File: config.mk
export PLATFORM = sky130hd
export DESIGN_NAME = rv32i_single_cycle
export DESIGN_NICKNAME = d
export VERILOG_FILES = /design/src/rtl/rv32i_single_cycle.sv
export SDC_FILE = /design/constraint.sdc
export NUM_CORES = 2
export LEC_CHECK = 0
export CAP_MARGIN = 20
export CORE_UTILIZATION = 50
export DETAILED_ROUTE_END_ITERATION = 10
export PLACE_DENSITY = 0.71
export SYNTH_ARGS = -nofsm -noshare
export SYNTH_HDL_FRONTEND = slang
export SYNTH_SLANG_ARGS = --single-unit
File: constraint.sdc
create_clock -name clk -period 11.4 [get_ports clk]
set_input_delay 2.28 -clock clk [delete_from_list [all_inputs] [get_ports clk]]
set_output_delay 2.28 -clock clk [all_outputs]
set_load 0.02 [all_outputs]
File: src/rtl/rv32i_single_cycle.sv
// Single-cycle RV32I core with word-indexed instruction and data memory ports.
// Define RV32_EBREAK_HALT_EN to make EBREAK halt the core until reset.
module rv32i_single_cycle #(
  parameter logic [31:0] RESET_PC = 32'd0
) (
  input  logic        clk,
  input  logic        rst,
  input  logic [31:0] instr,
  output logic        write,
  input  logic [31:0] data_in,
  output logic [31:0] data_addr,
  output logic [31:0] data_out,
  output logic [31:0] pc
);

  localparam logic [6:0] OpcLui    = 7'b0110111;
  localparam logic [6:0] OpcAuipc  = 7'b0010111;
  localparam logic [6:0] OpcJal    = 7'b1101111;
  localparam logic [6:0] OpcJalr   = 7'b1100111;
  localparam logic [6:0] OpcBranch = 7'b1100011;
  localparam logic [6:0] OpcLoad   = 7'b0000011;
  localparam logic [6:0] OpcStore  = 7'b0100011;
  localparam logic [6:0] OpcImm    = 7'b0010011;
  localparam logic [6:0] OpcReg    = 7'b0110011;

  typedef enum logic [3:0] {
    OpLui, OpAuipc, OpJal, OpJalr, OpBranch, OpLoad, OpStore, OpImm, OpReg, OpOther
  } op_e;

  op_e         op;
  logic [4:0]  rd, rs1, rs2;
  logic [2:0]  funct3;
  logic [31:0] pc_q, pc_d, pc_inc, link;
  logic [31:0] rf_q [32];
  logic [31:0] rs1_val, rs2_val;
  logic [31:0] imm_i, imm_s, imm_u, br_off, jal_off;
  logic [31:0] alu_b, alu_res, ea;
  logic        alu_alt, br_taken;
  logic        rd_we;
  logic [31:0] rd_wdata;
  logic        stall;

  assign rd     = instr[11:7];
  assign funct3 = instr[14:12];
  assign rs1    = instr[19:15];
  assign rs2    = instr[24:20];

  assign imm_i = {{20{instr[31]}}, instr[31:20]};
  assign imm_s = {{20{instr[31]}}, instr[31:25], instr[11:7]};
  assign imm_u = {instr[31:12], 12'd0};
  // Branch/JAL byte offsets already arithmetically shifted right by two (word offsets).
  assign br_off  = {{22{instr[31]}}, instr[7], instr[30:25], instr[11:9]};
  assign jal_off = {{14{instr[31]}}, instr[19:12], instr[20], instr[30:22]};

  always_comb begin
    op = OpOther;
    unique case (instr[6:0])
      OpcLui:    op = OpLui;
      OpcAuipc:  op = OpAuipc;
      OpcJal:    op = OpJal;
      OpcJalr:   op = OpJalr;
      OpcBranch: op = OpBranch;
      OpcLoad:   op = OpLoad;
      OpcStore:  op = OpStore;
      OpcImm:    op = OpImm;
      OpcReg:    op = OpReg;
      default:   op = OpOther;
    endcase
  end

  assign rs1_val = (rs1 == 5'd0) ? 32'd0 : rf_q[rs1];
  assign rs2_val = (rs2 == 5'd0) ? 32'd0 : rf_q[rs2];

  // instr[30] selects SUB only for register ops; for shifts it selects arithmetic.
  assign alu_b   = (op == OpReg) ? rs2_val : imm_i;
  assign alu_alt = instr[30] & ((funct3 == 3'b101) | ((op == OpReg) & (funct3 == 3'b000)));

  always_comb begin
    alu_res = 32'd0;
    unique case (funct3)
      3'b000: alu_res = alu_alt ? (rs1_val - alu_b) : (rs1_val + alu_b);
      3'b001: alu_res = rs1_val << alu_b[4:0];
      3'b010: alu_res = {31'd0, $signed(rs1_val) < $signed(alu_b)};
      3'b011: alu_res = {31'd0, rs1_val < alu_b};
      3'b100: alu_res = rs1_val ^ alu_b;
      3'b101: alu_res = alu_alt ? 32'($signed(rs1_val) >>> alu_b[4:0]) : (rs1_val >> alu_b[4:0]);
      3'b110: alu_res = rs1_val | alu_b;
      3'b111: alu_res = rs1_val & alu_b;
      default: alu_res = 32'd0;
    endcase
  end

  always_comb begin
    br_taken = 1'b0;
    unique case (funct3)
      3'b000:  br_taken = (rs1_val == rs2_val);
      3'b001:  br_taken = (rs1_val != rs2_val);
      3'b100:  br_taken = ($signed(rs1_val) < $signed(rs2_val));
      3'b101:  br_taken = ($signed(rs1_val) >= $signed(rs2_val));
      3'b110:  br_taken = (rs1_val < rs2_val);
      3'b111:  br_taken = (rs1_val >= rs2_val);
      default: br_taken = 1'b0;
    endcase
  end

  assign ea        = rs1_val + ((op == OpStore) ? imm_s : imm_i);
  assign data_addr = ea >> 2;
  assign data_out  = rs2_val;
  assign pc_inc    = pc_q + 32'd1;
  assign link      = {pc_inc[29:0], 2'b00};
  assign pc        = pc_q;

`ifdef RV32_EBREAK_HALT_EN
  logic halted_q;
  logic is_ebreak;

  assign is_ebreak = (instr == 32'h0010_0073);
  assign stall     = halted_q | is_ebreak;

  always_ff @(posedge clk) begin
    if (rst) begin
      halted_q <= 1'b0;
    end else if (is_ebreak) begin
      halted_q <= 1'b1;
    end
  end
`else
  assign stall = 1'b0;
`endif

  always_comb begin
    pc_d     = pc_inc;
    rd_we    = 1'b0;
    rd_wdata = alu_res;
    write    = 1'b0;
    unique case (op)
      OpLui:    begin rd_we = 1'b1; rd_wdata = imm_u; end
      OpAuipc:  begin rd_we = 1'b1; rd_wdata = {pc_q[29:0], 2'b00} + imm_u; end
      OpJal:    begin rd_we = 1'b1; rd_wdata = link; pc_d = pc_q + jal_off; end
      // The &~1 of the JALR target is subsumed by dropping the two low bits.
      OpJalr:   begin rd_we = 1'b1; rd_wdata = link; pc_d = ea >> 2; end
      OpBranch: if (br_taken) pc_d = pc_q + br_off;
      OpLoad:   begin rd_we = 1'b1; rd_wdata = data_in; end
      OpStore:  write = 1'b1;
      OpImm, OpReg: rd_we = 1'b1;
      default: ;
    endcase
    if (stall) pc_d = pc_q;
    if (rst || stall) begin
      write = 1'b0;
      rd_we = 1'b0;
    end
    if (rd == 5'd0) rd_we = 1'b0;
  end

  always_ff @(posedge clk) begin
    if (rst) begin
      pc_q <= RESET_PC;
      for (int i = 0; i < 32; i++) rf_q[i] <= 32'd0;
    end else begin
      pc_q <= pc_d;
      if (rd_we) rf_q[rd] <= rd_wdata;
    end
  end

endmodule

==> flow_summary.yaml <==
grt:
  grt_pass1_wl_um: 452000
  grt_max_degree: 100
  top_usage_layer: "met2"
  antenna_found_initial: 20
  use_met2: 0.646
  grt-ovfl-total: 0
  grt_pass1_vias: 59100
  grt_use_met1: 0.555
  grt_usage: 0.439
  grtUsageMet3: 0.138
critical_path:
  worstPathMaxFanout: 35
  crit_path_max_incr_delay_ps: 910
  cp_slowest_cell: "nor3_1"
  cp.required_ps: 9120
  crit_chain: "buf_8 > buf_12 > buf_12 > nor3_1 > nand2_1 > nand3_1 > inv_1 > ha_1 > a21o_1 > a221oi_1 > nor2b_1 > a311oi_2 > a22oi_1 > a21oi_1 > buf_4 > nor3_1 > o41ai_1 > xnor2_1 > clkdlybuf4s50_1"
  worstPathArrival_ps: 8910
  worstSetupPathType: "in -> out"
  crit_path_end_kind: "output pin"
  start_kind: "input pin"
sta:
  worst_slack_ps: 208
  final-setup-viol-count: 0
  max_freq_mhz: 89.4
  max-slew-margin-rel: 0.129
  fin_crit_sh: 0.982
  slew_viol_final: 0
  period_minus_slack_ps: 11190
  rsz0062_at_grt: "false"
  finalHoldViolCount: 0
  worstMarginPinSlew_ps: 1290
  hold_slack_ps: 764
  fin_skew_ps: 37.4
  setup_tns_ps: 0
synth:
  synth_area_per_cell_sq_um: 11.1
  synth_largest_area_cell: "edfxtp_1"
  synth-seq-area-share: 0.438
  synth_top_area_frac: 0.429
  synth_ff_type: "edfxtp_1"
  yosysWarnings: 0
  yosysUniqueCellTypes: 118
  synth_area_leaders: "edfxtp_1, mux4_2, nor2_1"
  ys_async_sr_fraction: 0
  synthCells: 6465
  netlist_area_sq_mm: 0.0717
  synth.ff_latch_count: 1056
  ys_top_cells_by_count: "nor2_1, edfxtp_1, mux4_2, nand2_1, clkbuf_1"
  yosysMostFrequentCell: "nor2_1"
  synth_edf_count: 1024
cts:
  clk_pin_slew_ps: 60
  clock-sinks: 1056
  root_buffer: "clkbuf_16"
  clock_latency_ps: 780
  post_cts_buffers: 0
  cts-resized-gates: 0
  tritoncts: "built"
  clockBufferDepth: 3
  htreeDepth: 3
  cts_buffers: 110
  hold_buffers: 0
floorplanning:
  core_area_sq_mm: 0.142
  dieArea_sq_mm: 0.145
  die_width_um: 381
  rows: 138
  die_y_um: 381
  io_pins: 163
  initial_core_util: 0.505
power_and_ir_drop:
  powerDensity_mw_per_mm2: 138
  p_leak_nw: 29.0
  vdd_drop_max_mv: 0.160
  finalPower_mw: 11.0
run_status:
  status: "finished, final reports clean"
layout:
  fin_nets: 6798
  drive_gt1_frac: 0.182
  n_fill_cell: 11800
  syn_to_final_growth_pct: 10.9
  instances_no_fill: 8504
drt:
  first_pass_iters: 7
  drtIter0Drc: 11400
  ant_nets: 0
  via_per_inst: 7.41
  wl_per_cell_um: 38.4
  drc_errors: 0
  routed_wl_um: 327000
  vias: 63000
placed_design:
  dp_cells: 8288
  io_buffers: 160
  dpl.hpwl_um: 223000
  gp_congestion: 1.10
  pre_cts_ws_ps: 549
run:
  maxCapViolCount: 0
worst_hold_path:
  hold_path_class: "reg -> reg"
-- final timing paths --
kind	from	endpoint	slack [ps]	cells after the start
hold reg to reg	pc[30]	pc[30]	760	4
setup reg to reg	rf_q[17][26]	pc[12]	4490	18
hold / removal	pc[30]	pc[30]	760	4
setup / recovery	instr[15]	data_addr[29]	210	19
-- logic make-up (layout without fill, tap and decap cells) --
family                   count (synthesis)  count (layout)  synth area share
adder cells (fa/ha/maj)                219             219            0.0387
flip-flops                            1056            1056             0.438
AND/OR/NAND/NOR                       2099            2099             0.129
XOR/XNOR                               145             145            0.0177
AO/OA/AOI/OAI                         1356            1356             0.131
multiplexers                           839             839             0.197
other                                    1              42         0.0000523
buffers and inverters                  750             858            0.0487
-- flip-flops by register name (all words and copies together) (netlist names) --
signal	count
pc	32
rf_q	1024
-- area by class of cell --
| cell class | count | area [sq um] | area share |
|---|---|---|---|
| flip-flops and latches | 1056 | 31400 | 0.395 |
| inverters | 166 | 628 | 0.00790 |
| multi-input cells | 4692 | 37400 | 0.470 |
| clock buffers | 136 | 2850 | 0.0358 |
| diodes | 8 | 20.0 | 0.000252 |
| clock inverters | 69 | 564 | 0.00710 |
| repair buffers | 487 | 4310 | 0.0542 |
| well taps | 1890 | 2360 | 0.0297 |
-- placed cells by master (no fill, tap or decap), types with 95 or more instances in the layout --
master           Yosys  final
xnor2_1             95     95
clkbuf_16            0    110
clkdlybuf4s50_1      0    146
o21ai_0            216    213
mux2i_1            286    286
nor2_1            1130   1126
edfxtp_1          1024   1024
inv_1              153    152
mux4_2             449    449
buf_4               49    301
mux2_2             101    101
ha_1               214    214
a21oi_1            304    302
nand2_1            370    347
a21o_1             119    119
nor3_1             158    157
-- worst max-delay path: cells and delay by family --
| kind | cells | cell delay, ps |
|---|---|---|
| and+or+nand+nor | 5 | 2200 |
| AOI/OAI and AO/OA | 6 | 2020 |
| buffers and inverters | 6 | 1660 |
| adders and majority gates | 1 | 350 |
| xor gates and xnor gates | 1 | 280 |
-- per-layer routing --
metal,wire length [um],up-vias
met5,131,-
met4,27600,18
met3,49100,1366
met2,139000,6118
met1,111000,30700
li1,-,24700
-- power breakdown --
part	internal, mW	switching (mW)
clock network	1.85	1.62
registers	4.39	0.0893
logic	1.02	2.02
-- stage by stage --
step                utilization  instance area, sq um
finish                    0.560                 79500
global route              0.560                 79500
CTS                       0.560                 79500
detailed placement        0.536                 76100
global placement          0.536                 76000
floorplan                     -                 71800
No activity file was read; power rests on OpenSTA's default activity.
